--- src/rtl/regfile_ctrl_pkg.sv ---
// Shared encodings for the RegisterFile write-back scheduler.
package regfile_ctrl_pkg;
  localparam int PC_IDX = 15;

  typedef enum logic {ARB = 1'b0, MEM_LOCKED = 1'b1} state_e;

  // Source encodings double as bit indices into req/gnt.
  typedef enum logic {SRC_ALU = 1'b0, SRC_MEM = 1'b1} src_e;
endpackage

--- src/rtl/rr_arbiter2.sv ---
// Two-way round-robin arbiter; lock_mem restricts grants to the mem source.
module rr_arbiter2 (
  input  logic       clk,
  input  logic       rst_n,
  input  logic [1:0] req,
  input  logic       advance,
  input  logic       lock_mem,
  output logic [1:0] gnt
);
  import regfile_ctrl_pkg::*;

  logic ptr; // 0 favours ALU, 1 favours mem

  always_ff @(posedge clk) begin
    if (!rst_n)       ptr <= 1'b0;
    else if (advance) ptr <= gnt[SRC_ALU]; // next contest favours whoever lost this one
  end

  always_comb begin
    gnt = '0;
    if (lock_mem)   gnt[SRC_MEM] = req[SRC_MEM];
    else if (&req)  gnt = ptr ? 2'b10 : 2'b01;
    else            gnt = req;
  end
endmodule

--- src/rtl/regfile_wb_arbiter.sv ---
// Write-back scheduler sharing the RegisterFile data port between ALU and loads,
// and steering R15 writes / PC increments onto the PC port.
module regfile_wb_arbiter #(
  parameter int DW     = 32,
  parameter int AW     = 4,
  parameter int PC_IDX = regfile_ctrl_pkg::PC_IDX
) (
  input  logic          Clk,
  input  logic          RESET,
  input  logic          alu_valid,
  input  logic [AW-1:0] alu_rd,
  input  logic [DW-1:0] alu_data,
  output logic          alu_ready,
  input  logic          mem_valid,
  input  logic          mem_lock,
  input  logic [AW-1:0] mem_rd,
  input  logic [DW-1:0] mem_data,
  output logic          mem_ready,
  input  logic          pc_inc_valid,
  input  logic [DW-1:0] pc_next,
  output logic          pc_inc_ack,
  output logic [DW-1:0] rf_in,
  output logic [AW-1:0] rf_rd,
  output logic          rf_load,
  output logic [DW-1:0] rf_pcin,
  output logic          rf_loadpc,
  output logic          busy
);
  import regfile_ctrl_pkg::*;

  localparam logic [AW-1:0] PC_RD = AW'(PC_IDX);

  state_e        state, state_nxt;
  logic          lock_mem;
  logic [1:0]    req, gnt;
  logic          alu_xfer, mem_xfer, xfer, r15_wr;
  logic [AW-1:0] win_rd;
  logic [DW-1:0] win_data;

  always_comb begin
    req          = '0;
    req[SRC_ALU] = alu_valid;
    req[SRC_MEM] = mem_valid;
  end

  rr_arbiter2 u_rr (
    .clk      (Clk),
    .rst_n    (RESET),
    .req      (req),
    .advance  (xfer),
    .lock_mem (lock_mem),
    .gnt      (gnt)
  );

  // Grants only go to valid requesters, so ready doubles as the transfer strobe.
  assign alu_xfer  = RESET && gnt[SRC_ALU];
  assign mem_xfer  = RESET && gnt[SRC_MEM];
  assign xfer      = alu_xfer || mem_xfer;
  assign alu_ready = alu_xfer;
  assign mem_ready = mem_xfer;

  assign win_rd     = mem_xfer ? mem_rd   : alu_rd;
  assign win_data   = mem_xfer ? mem_data : alu_data;
  assign r15_wr     = xfer && (win_rd == PC_RD);
  assign pc_inc_ack = RESET && pc_inc_valid && !r15_wr;

  always_ff @(posedge Clk) begin
    if (!RESET) state <= ARB;
    else        state <= state_nxt;
  end

  always_comb begin
    state_nxt = state;
    case (state)
      ARB:        if (mem_xfer && mem_lock)  state_nxt = MEM_LOCKED;
      MEM_LOCKED: if (mem_xfer && !mem_lock) state_nxt = ARB;
      default:    state_nxt = ARB;
    endcase
  end

  always_comb begin
    lock_mem = (state == MEM_LOCKED);
    busy     = (state == MEM_LOCKED);
  end

  // An R15 data write takes the PC port and suppresses the increment that cycle.
  always_ff @(posedge Clk) begin
    if (!RESET) begin
      rf_in     <= '0;
      rf_rd     <= '0;
      rf_load   <= 1'b0;
      rf_pcin   <= '0;
      rf_loadpc <= 1'b0;
    end else begin
      rf_load   <= xfer && !r15_wr;
      rf_loadpc <= r15_wr || pc_inc_ack;
      if (xfer && !r15_wr) begin
        rf_rd <= win_rd;
        rf_in <= win_data;
      end
      if (r15_wr)          rf_pcin <= win_data;
      else if (pc_inc_ack) rf_pcin <= pc_next;
    end
  end
endmodule

--- config.mk ---
export PLATFORM = sky130hd
export DESIGN_NAME = regfile_wb_arbiter
export DESIGN_NICKNAME = d
export VERILOG_FILES = /design/src/rtl/regfile_ctrl_pkg.sv /design/src/rtl/rr_arbiter2.sv /design/src/rtl/regfile_wb_arbiter.sv
export SDC_FILE = /design/constraint.sdc
export NUM_CORES = 1
export LEC_CHECK = 0
export ABC_AREA = 1
export CAP_MARGIN = 40
export CORE_AREA = 8 8 104 106
export CTS_BUF_LIST = sky130_fd_sc_hd__clkbuf_8
export CTS_CLUSTER_DIAMETER = 30
export DETAILED_ROUTE_END_ITERATION = 6
export DIE_AREA = 0 0 112 114
export GPL_TIMING_DRIVEN = 0
export PLACE_DENSITY = 0.8
export SETUP_SLACK_MARGIN = 0.02
export SKIP_LAST_GASP = 1
export SLEW_MARGIN = 5
export SYNTH_ARGS = -nofsm -noshare
export SYNTH_HDL_FRONTEND = slang
export SYNTH_SLANG_ARGS = --single-unit
--- constraint.sdc ---
create_clock -name Clk -period 2.05 [get_ports Clk]
set_clock_uncertainty 0.05 [all_clocks]
set_input_delay 0.3075 -clock Clk [delete_from_list [all_inputs] [get_ports Clk]]
set_output_delay 0.3075 -clock Clk [all_outputs]
set_load 0.05 [all_outputs]
**After elaboration in Yosys (flattened, before gate mapping)**

Index checks and enable logic that the tools add are counted.

- Register bits: 72
- Bits of input ports: 110
- Logic and storage cells: 34

- Equal/unequal tests: 1
- Multiplexer cells: 11
- Bitwise gates (word level): 1
- Reductions and logical operators: 14

Operators by type and width:

| operator | count |
|---|---|
| 32-bit 2-to-1 mux | 3 |
| 1-bit logical AND | 8 |
| 4-bit equality test (second input constant) | 1 |
| 1-bit 2-to-1 mux | 4 |
| 2-bit 2-to-1 mux | 2 |
| 4-bit 2-to-1 mux | 1 |
| 1-bit zero test | 2 |
| 1-bit logical OR | 2 |
| 1-bit one-hot mux with 2 select lines | 1 |
| 2-bit AND reduction | 1 |
| 2-bit nonzero test | 1 |
| 1-bit inverter | 1 |

**Longest topological paths before layout**

Gate-level depths: netlist (run 1).

- Word-level depth: 11
- Depth in mapped cells: 15
- Gate-level depth less buffers: 12

**By module**

From an unflattened synthesis (run 1), not the netlist that was laid out.

- Cells, all modules: 561
- Area total of the unflattened synthesis: 3599.7 um^2

Modules (own cells, without submodules):

| module | times used | cells an instance | area each (um^2) | sequential area each (um^2) |
|---|---|---|---|---|
| regfile_wb_arbiter | 1 | 552 | 3540.9 | 1421.4 |
| rr_arbiter2 | 1 | 9 | 58.8 | 20.0 |

**Worst setup path after synthesis (run 1)**

No wires, ideal clock.

- Kind: register -> output
- Start point: register with a tool-made name
- End point: output port pc_inc_ack
- Arrival: 1.929 ns
- Data required time: 1.692 ns
- Setup slack: -0.236 ns
- Cell stages (with the launch flop): 13
- Path through: dfxtp_1 > nor2_1 > nand2_1 > nand2_2 > buf_6 > nand2_1 > nand2_1 > nor2_1 > nand3_1 > buf_4 > buf_6 > nand2_1 > inv_1

RTL lines:

| element | RTL line | text |
|---|---|---|
| to (decl) | regfile_wb_arbiter.sv:21 | `output logic pc_inc_ack,` |

==> flow_metrics.tcl, run 1 <==
set metrics [dict create \
    max_stage_delay_ps 370 \
    dieWidth_um 112 \
    yosysWarningCount 0 \
    crit_top_cell "nand2_4" \
    pwr-share-clk 0.270 \
    die_h_um 114 \
    ios 184 \
    routed_via_density 5.08 \
    reg2regPathDepth 16 \
    crit_end "pc_inc_ack" \
    reg2reg_slack_ps -100 \
    cts_root_buffer "clkbuf_8" \
    synth_cells 560 \
    dpl_cell_area_mm2 0.00561 \
    io_buffer_count 182 \
    routed_wl_um 15300 \
    worstHoldPathType "input pin to register" \
    hpwl_um 10900 \
    fin_tns_setup_ps -2420 \
    rows 35 \
    critical_path_arrival_ps 1840 \
    grt_use_met3 0.0676 \
    cts_buffers 9 \
    outcome "finished with violations" \
    wl_per_cell_um 17.2 \
    htree_levels 3 \
    fin_crit_sh 1.07 \
    grt_pass1_wl_um 22900 \
    die_area_mm2 0.0128 \
    clockBufferDepth 2 \
    syn_area_mm2 0.00363 \
    drc 0 \
    setup_violations 61 \
    setup_slack_ps -152 \
    synth_area_per_cell_um2 6.49 \
    maxCapViolCount 0 \
    grt_start_max_net_pins 14 \
    fin_area_mm2 0.00631 \
    fin_util 0.693 \
    crit_slowest_cell "dfxtp_4" \
    start_kind "register" \
    r2r_end "rf_rd[1]$_SDFFE_PN0P_" \
    intPower_mw 2.70 \
    maxSlewHeadroom 0.542 \
    clock-sinks 72 \
    drtIter0Drc 262 \
    place.gp.congestion 0.804 \
    num_vias 4543 \
    fin_worst_hold_slack_ps 267 \
    final_max_slew_viol_count 0 \
    antenna_found_initial 0 \
    p_seq_frac 0.369 \
    path_cells "nor2_4 -> nand2_4 -> nand2_4 -> buf_4 -> nand2_1 -> nand2_2 -> nor2_4 -> nand3_4 -> buf_6 -> nand2_4 -> clkinvlp_4 -> buf_8" \
    rsz0062_at_grt "true" \
    leakage_nw 2.96 \
    met2_usage 0.404 \
    pre_cts_ws_ps -1170 \
    comb_power_share 0.361 \
    syn_nets 670 \
    ys_seq_area_frac 0.397 \
    initial_core_util 0.399 \
    nets 888 \
    first_pass_iters 4 \
    holdBufCountCts 0 \
    ys_ff_latch 72 \
    grt_usage 0.224 \
    netlist-cell-type-count 21 \
    final_antenna_net_count 0 \
    powerDensity_mw_per_mm2 674 \
    busiest_layer "met2" \
    cts_tree "done" \
    path_class "register to primary output" \
    n_antenna_cell 0 \
    coreArea_mm2 0.00911 \
    area_delta_synth_final_pct 73.8 \
    grt_pass1_vias 4600 \
    vdd_drop_max_mv 0.572 \
    violations "setup timing" \
    final_common_cell "clkdlybuf4s50_1" \
    grt_overflow_total 0 \
    period_needed_ps 2200 \
    tightest_slew_ps 687 \
    switching_power_mw 1.56 \
    final_hold_viol_count 0 \
    mostFrequentLayoutCells "clkdlybuf4s50_1, nand2_1, nand3_1, dfxtp_1, nor2_1" \
    cp.required_ps 1690 \
    switching_share 0.365 \
    clkTransAtPathRegs_ps 80 \
    met1_usage 0.247 \
    end_kind "primary output" \
    drive_above_1_share 0.149 \
    clk_latency_ps 340 \
    cp_max_fo 5 \
    clock.fmax_ghz 0.454 \
]
-- routing by layer --
metal / wire length, um / part of all wire / vias up
li1: - / - / 2216
met1: 6190 / 0.40 / 2112
met2: 7650 / 0.50 / 197
met3: 1310 / 0.086 / 18
met4: 187 / 0.012 / 0
met5: 0 / 0 / -
-- critical path: cells and delay by family, from the launching register on --
family,cells,cell delay (ps)
and+or+nand+nor,8,620
buffers and inverters,4,500
DFF,1,370
-- metrics by stage --
step,instances,total power [mW]
5_1_grt,894,4.42
6_report,894,4.26
3_3_place_gp,853,2.95
4_1_cts,891,4.17
2_1_floorplan,560,2.41
3_5_place_dp,853,2.98
-- how the worst min path moves through the flow --
| stage | from | to | slack [ps] | cells after the start |
|---|---|---|---|---|
| 2_1_floorplan | mem_lock | register | 390 | 2 |
| 3_3_place_gp | rf_rd[0]$_SDFFE_PN0P_ | rf_rd[0]$_SDFFE_PN0P_ | 400 | 2 |
| 3_5_place_dp | rf_rd[1]$_SDFFE_PN0P_ | rf_rd[1]$_SDFFE_PN0P_ | 410 | 2 |
| 4_1_cts | RESET | register | 260 | 3 |
| 5_1_grt | RESET | register | 290 | 3 |
| 6_report | RESET | register | 270 | 3 |
-- final cells by class --
class | count | area [um2]
multi-input cells | 399 | 1920
well taps | 111 | 139
inverters | 49 | 203
plain buffers | 37 | 287
clock buffers | 9 | 124
fillers | 753 | 2790
repair buffers | 210 | 2130
flip-flops and latches | 72 | 1450
clock inverters | 7 | 72.6
-- synthesized netlist by cell type (all sizes together) --
| library cell | number | area (um2) |
|---|---|---|
| inv | 47 | 179 |
| nor2 | 78 | 300 |
| a21oi | 3 | 15.0 |
| nand2 | 148 | 571 |
| clkbuf | 15 | 56.3 |
| dfxtp | 72 | 1440 |
| buf | 25 | 195 |
| clkinv | 2 | 8.75 |
| nand3b | 2 | 15.0 |
| nand3 | 131 | 656 |
| o21ai | 37 | 196 |
-- cells by family after synthesis --
logic type             count (synthesis)  synth area share
AOI/OAI and AO/OA                     40            0.0582
buffers and inverters                 89             0.121
DFF                                   72             0.397
and+or+nand+nor                      359             0.424
-- power groups by stage --
stage               registers, mW  clock network (mW)  logic [mW]
CTS                          1.57                1.14        1.46
finish                       1.57                1.15        1.54
global route                 1.58                1.22        1.62
detailed placement           1.60                   0        1.38
floorplan                    1.98                   0       0.425
global placement             1.59                   0        1.36
-- flip-flops by register name, indices dropped and copies added, names as in the netlist, named ones only --
| signal | count |
|---|---|
| u_rr.ptr | 1 |
| rf_in | 32 |
| rf_loadpc | 1 |
| rf_pcin | 32 |
| rf_load | 1 |
| rf_rd | 4 |
-- repair_timing --
| action | in CTS | in global routing |
|---|---|---|
| pin swaps | 15 | 37 |
| setup endpoints to repair | 17 | 71 |
| setup buffers | 20 | 4 |
| gates resized for setup | 49 | 48 |
| cloned | 3 | 1 |
(Power assumes the default switching activity.)
==> run 2: changes to the inputs <==
- ABC_AREA: 1 -> default
- CORE_AREA: 8 8 104 106 -> 8 8 107 109
- CTS_BUF_LIST: sky130_fd_sc_hd__clkbuf_8 -> sky130_fd_sc_hd__clkbuf_4
- DIE_AREA: 0 0 112 114 -> 0 0 115 117
- PLACE_DENSITY: 0.8 -> 0.81
==> run 2 against run 1 <==
The run still ends with setup timing left. Largest power group unchanged. Register-to-register slack better by 190 ps. Critical path depth fell by 5. Critical endpoint unchanged. Setup slack better by 140 ps.
==> flow_metrics.tcl, run 2 <==
set metrics [dict create \
    outcome "finished with violations" \
    violations "setup timing" \
    tightest_slew_ps 619 \
    grt_start_max_net_pins 13 \
    rsz0062_at_grt "true" \
    worst-path-buf-inv 3 \
    post-synth-top-count-cell "dfxtp_1" \
    wl_per_cell_um 20.9 \
    worstHoldPathType "input pin to register" \
    fin_crit_sh 1.00 \
    grt_pass1_vias 4601 \
    routed_via_density 5.87 \
    yosysTopAreaCell "dfxtp_1" \
    end_kind "primary output" \
    setup_slack_ps -9.28 \
    cts_tree "done" \
    maxCapViolCount 0 \
    synth_area_leaders "dfxtp_1, o221a_1, mux2_2, nor4_1, a21oi_1" \
    critical_path_arrival_ps 1700 \
    r2r_end "rf_pcin[5]$_SDFFE_PN0P_" \
    ys_seq_area_frac 0.356 \
    async_reset_ff_frac 0 \
    yosysWarningCount 0 \
    crit_slowest_cell "clkdlybuf4s50_1" \
    grt_overflow_total 0 \
    final_antenna_net_count 0 \
    maxSlewHeadroom 0.587 \
    grt_pass1_wl_um 25200 \
    cts_buffers 9 \
    rows 37 \
    clock.fmax_ghz 0.486 \
    pre_cts_ws_ps -1240 \
    leakage_nw 2.32 \
    netlist-cell-type-count 27 \
    area_delta_synth_final_pct 56.0 \
    hold_start "mem_rd[2]" \
    synth_top_area_frac 0.356 \
    clockBufferDepth 2 \
    clkTransAtPathRegs_ps 120 \
    n_antenna_cell 0 \
    num-fill-cells 858 \
    cp_max_fo 6 \
    reg2reg_slack_ps 90 \
    reg2regPathDepth 7 \
    synth_ff_type "dfxtp_1" \
    synthTopCellsByCount "dfxtp_1, a21oi_1, nor2_1, nor4_1, o221a_1" \
    path_depth 7 \
    syn_area_mm2 0.00405 \
    mostFrequentLayoutCells "clkdlybuf4s50_1, dfxtp_1, a21oi_1" \
    die_h_um 117 \
    htree_levels 3 \
    final_max_slew_viol_count 0 \
    ys_ff_latch 72 \
    dieWidth_um 115 \
    routed_wl_um 16600 \
    die_area_mm2 0.0135 \
    hold_depth 3 \
    synth_edf_count 0 \
    coreArea_mm2 0.00991 \
    io_buffer_count 182 \
    hold_path_end "rf_rd[2]$_SDFFE_PN0P_" \
    period_needed_ps 2060 \
    synth_area_per_cell_um2 8.90 \
    start_kind "input pin" \
    place.gp.congestion 0.889 \
    first_pass_iters 6 \
    num_vias 4653 \
    cts_root_buffer "clkbuf_4" \
    ios 184 \
    hpwl_um 12300 \
    crit_family "buffers and inverters" \
    final_hold_viol_count 0 \
    fin_util 0.638 \
    syn_nets 565 \
    vdd_drop_max_mv 0.361 \
    setup_violations 1 \
    final_common_cell "clkdlybuf4s50_1" \
    clock-sinks 72 \
    path_class "input pin to primary output" \
    cp.required_ps 1690 \
    drc 0 \
    nets 762 \
    top_regs "rf_in x32, rf_pcin x32, rf_rd x4" \
    clk_latency_ps 420 \
    drtIter0Drc 273 \
    powerDensity_mw_per_mm2 632 \
    drive_above_1_share 0.161 \
    max_stage_delay_ps 510 \
    path_cells "clkdlybuf4s50_1 -> and4_4 -> buf_6 -> nand3_4 -> a21oi_4 -> nor2_4 -> buf_8" \
    synth_cells 455 \
    grt_usage 0.238 \
    initial_core_util 0.409 \
    antenna_found_initial 0 \
]
[run 2: cell types whose count changed in the layout (fill, tap and decap cells not counted), sizes merged, moves of 9 or more]
cell	delta
dlymetal6s2s	+9
nand3	-130
clkdlybuf4s50	-9
clkbuf	+18
buf	-17
nand2	-144
nor2	-13
a21oi	+64
nor4	+64
o21ai	-35
inv	-46
mux2	+36
o221a	+68
[run 2: repair_timing]
action                                  4_1_cts  5_1_grt
buffers inserted                              5        1
hold buffers                                  0        0
endpoints found under the setup margin       23        9
gates resized for setup                      40       16
pin swaps                                     7        4
[run 2: area by class of cell]
type | instances | area, um2 | area share
Clock buffer | 9 | 67.6 | 0.0107
Tap cell | 136 | 170 | 0.0269
Inverter | 1 | 3.75 | 0.000594
Timing Repair Buffer | 188 | 1890 | 0.300
Buffer | 59 | 308 | 0.0487
Sequential cell | 72 | 1450 | 0.229
Multi-Input combinational cell | 321 | 2340 | 0.371
Clock inverter | 7 | 86.3 | 0.0137
[run 2: how the worst max path moves through the flow]
stage               slack [ps]          to      start
finish                      -9  pc_inc_ack  mem_rd[3]
global route               -60  pc_inc_ack   register
CTS                        -90  pc_inc_ack   register
detailed placement       -1240  pc_inc_ack  mem_rd[3]
global placement         -1170  pc_inc_ack  mem_rd[3]
floorplan                   90  pc_inc_ack   register
[run 2: per-layer routing]
metal | track usage | part of all wire
met5 | 0 | 0
met4 | 0.0718 | 0.023
met3 | 0.0672 | 0.096
met2 | 0.394 | 0.47
met1 | 0.294 | 0.41
[run 2: logic make-up after synthesis]
logic type,after synthesis,synth area share
compound gates,138,0.278
flops,72,0.356
simple gates,147,0.191
buf+inv,62,0.0748
mux,36,0.100
[run 2: worst min-delay path: stages]
cell	delay, ps
dlymetal6s2s_1	120
mux2_2	170
o221a_1	170
[run 2: metrics by stage]
step	power (mW)	hold slack, ps	area [um2]	instances	TNS [ps]
CTS	3.99	410	6290	794	-90.5
global placement	2.96	445	6050	773	-19840
finish	3.99	321	6320	793	-9.28
global route	4.14	324	6320	793	-107
floorplan	2.39	419	4060	455	0
detailed placement	2.98	469	6050	773	-23270
[run 2: where the power goes]
group	internal (mW)	total (mW)	switching [mW]	leakage (nW)
Sequential	1.51	1.57	0.0608	0.597
Combinational	0.596	1.40	0.806	1.64
Clock	0.484	1.02	0.535	0.0831
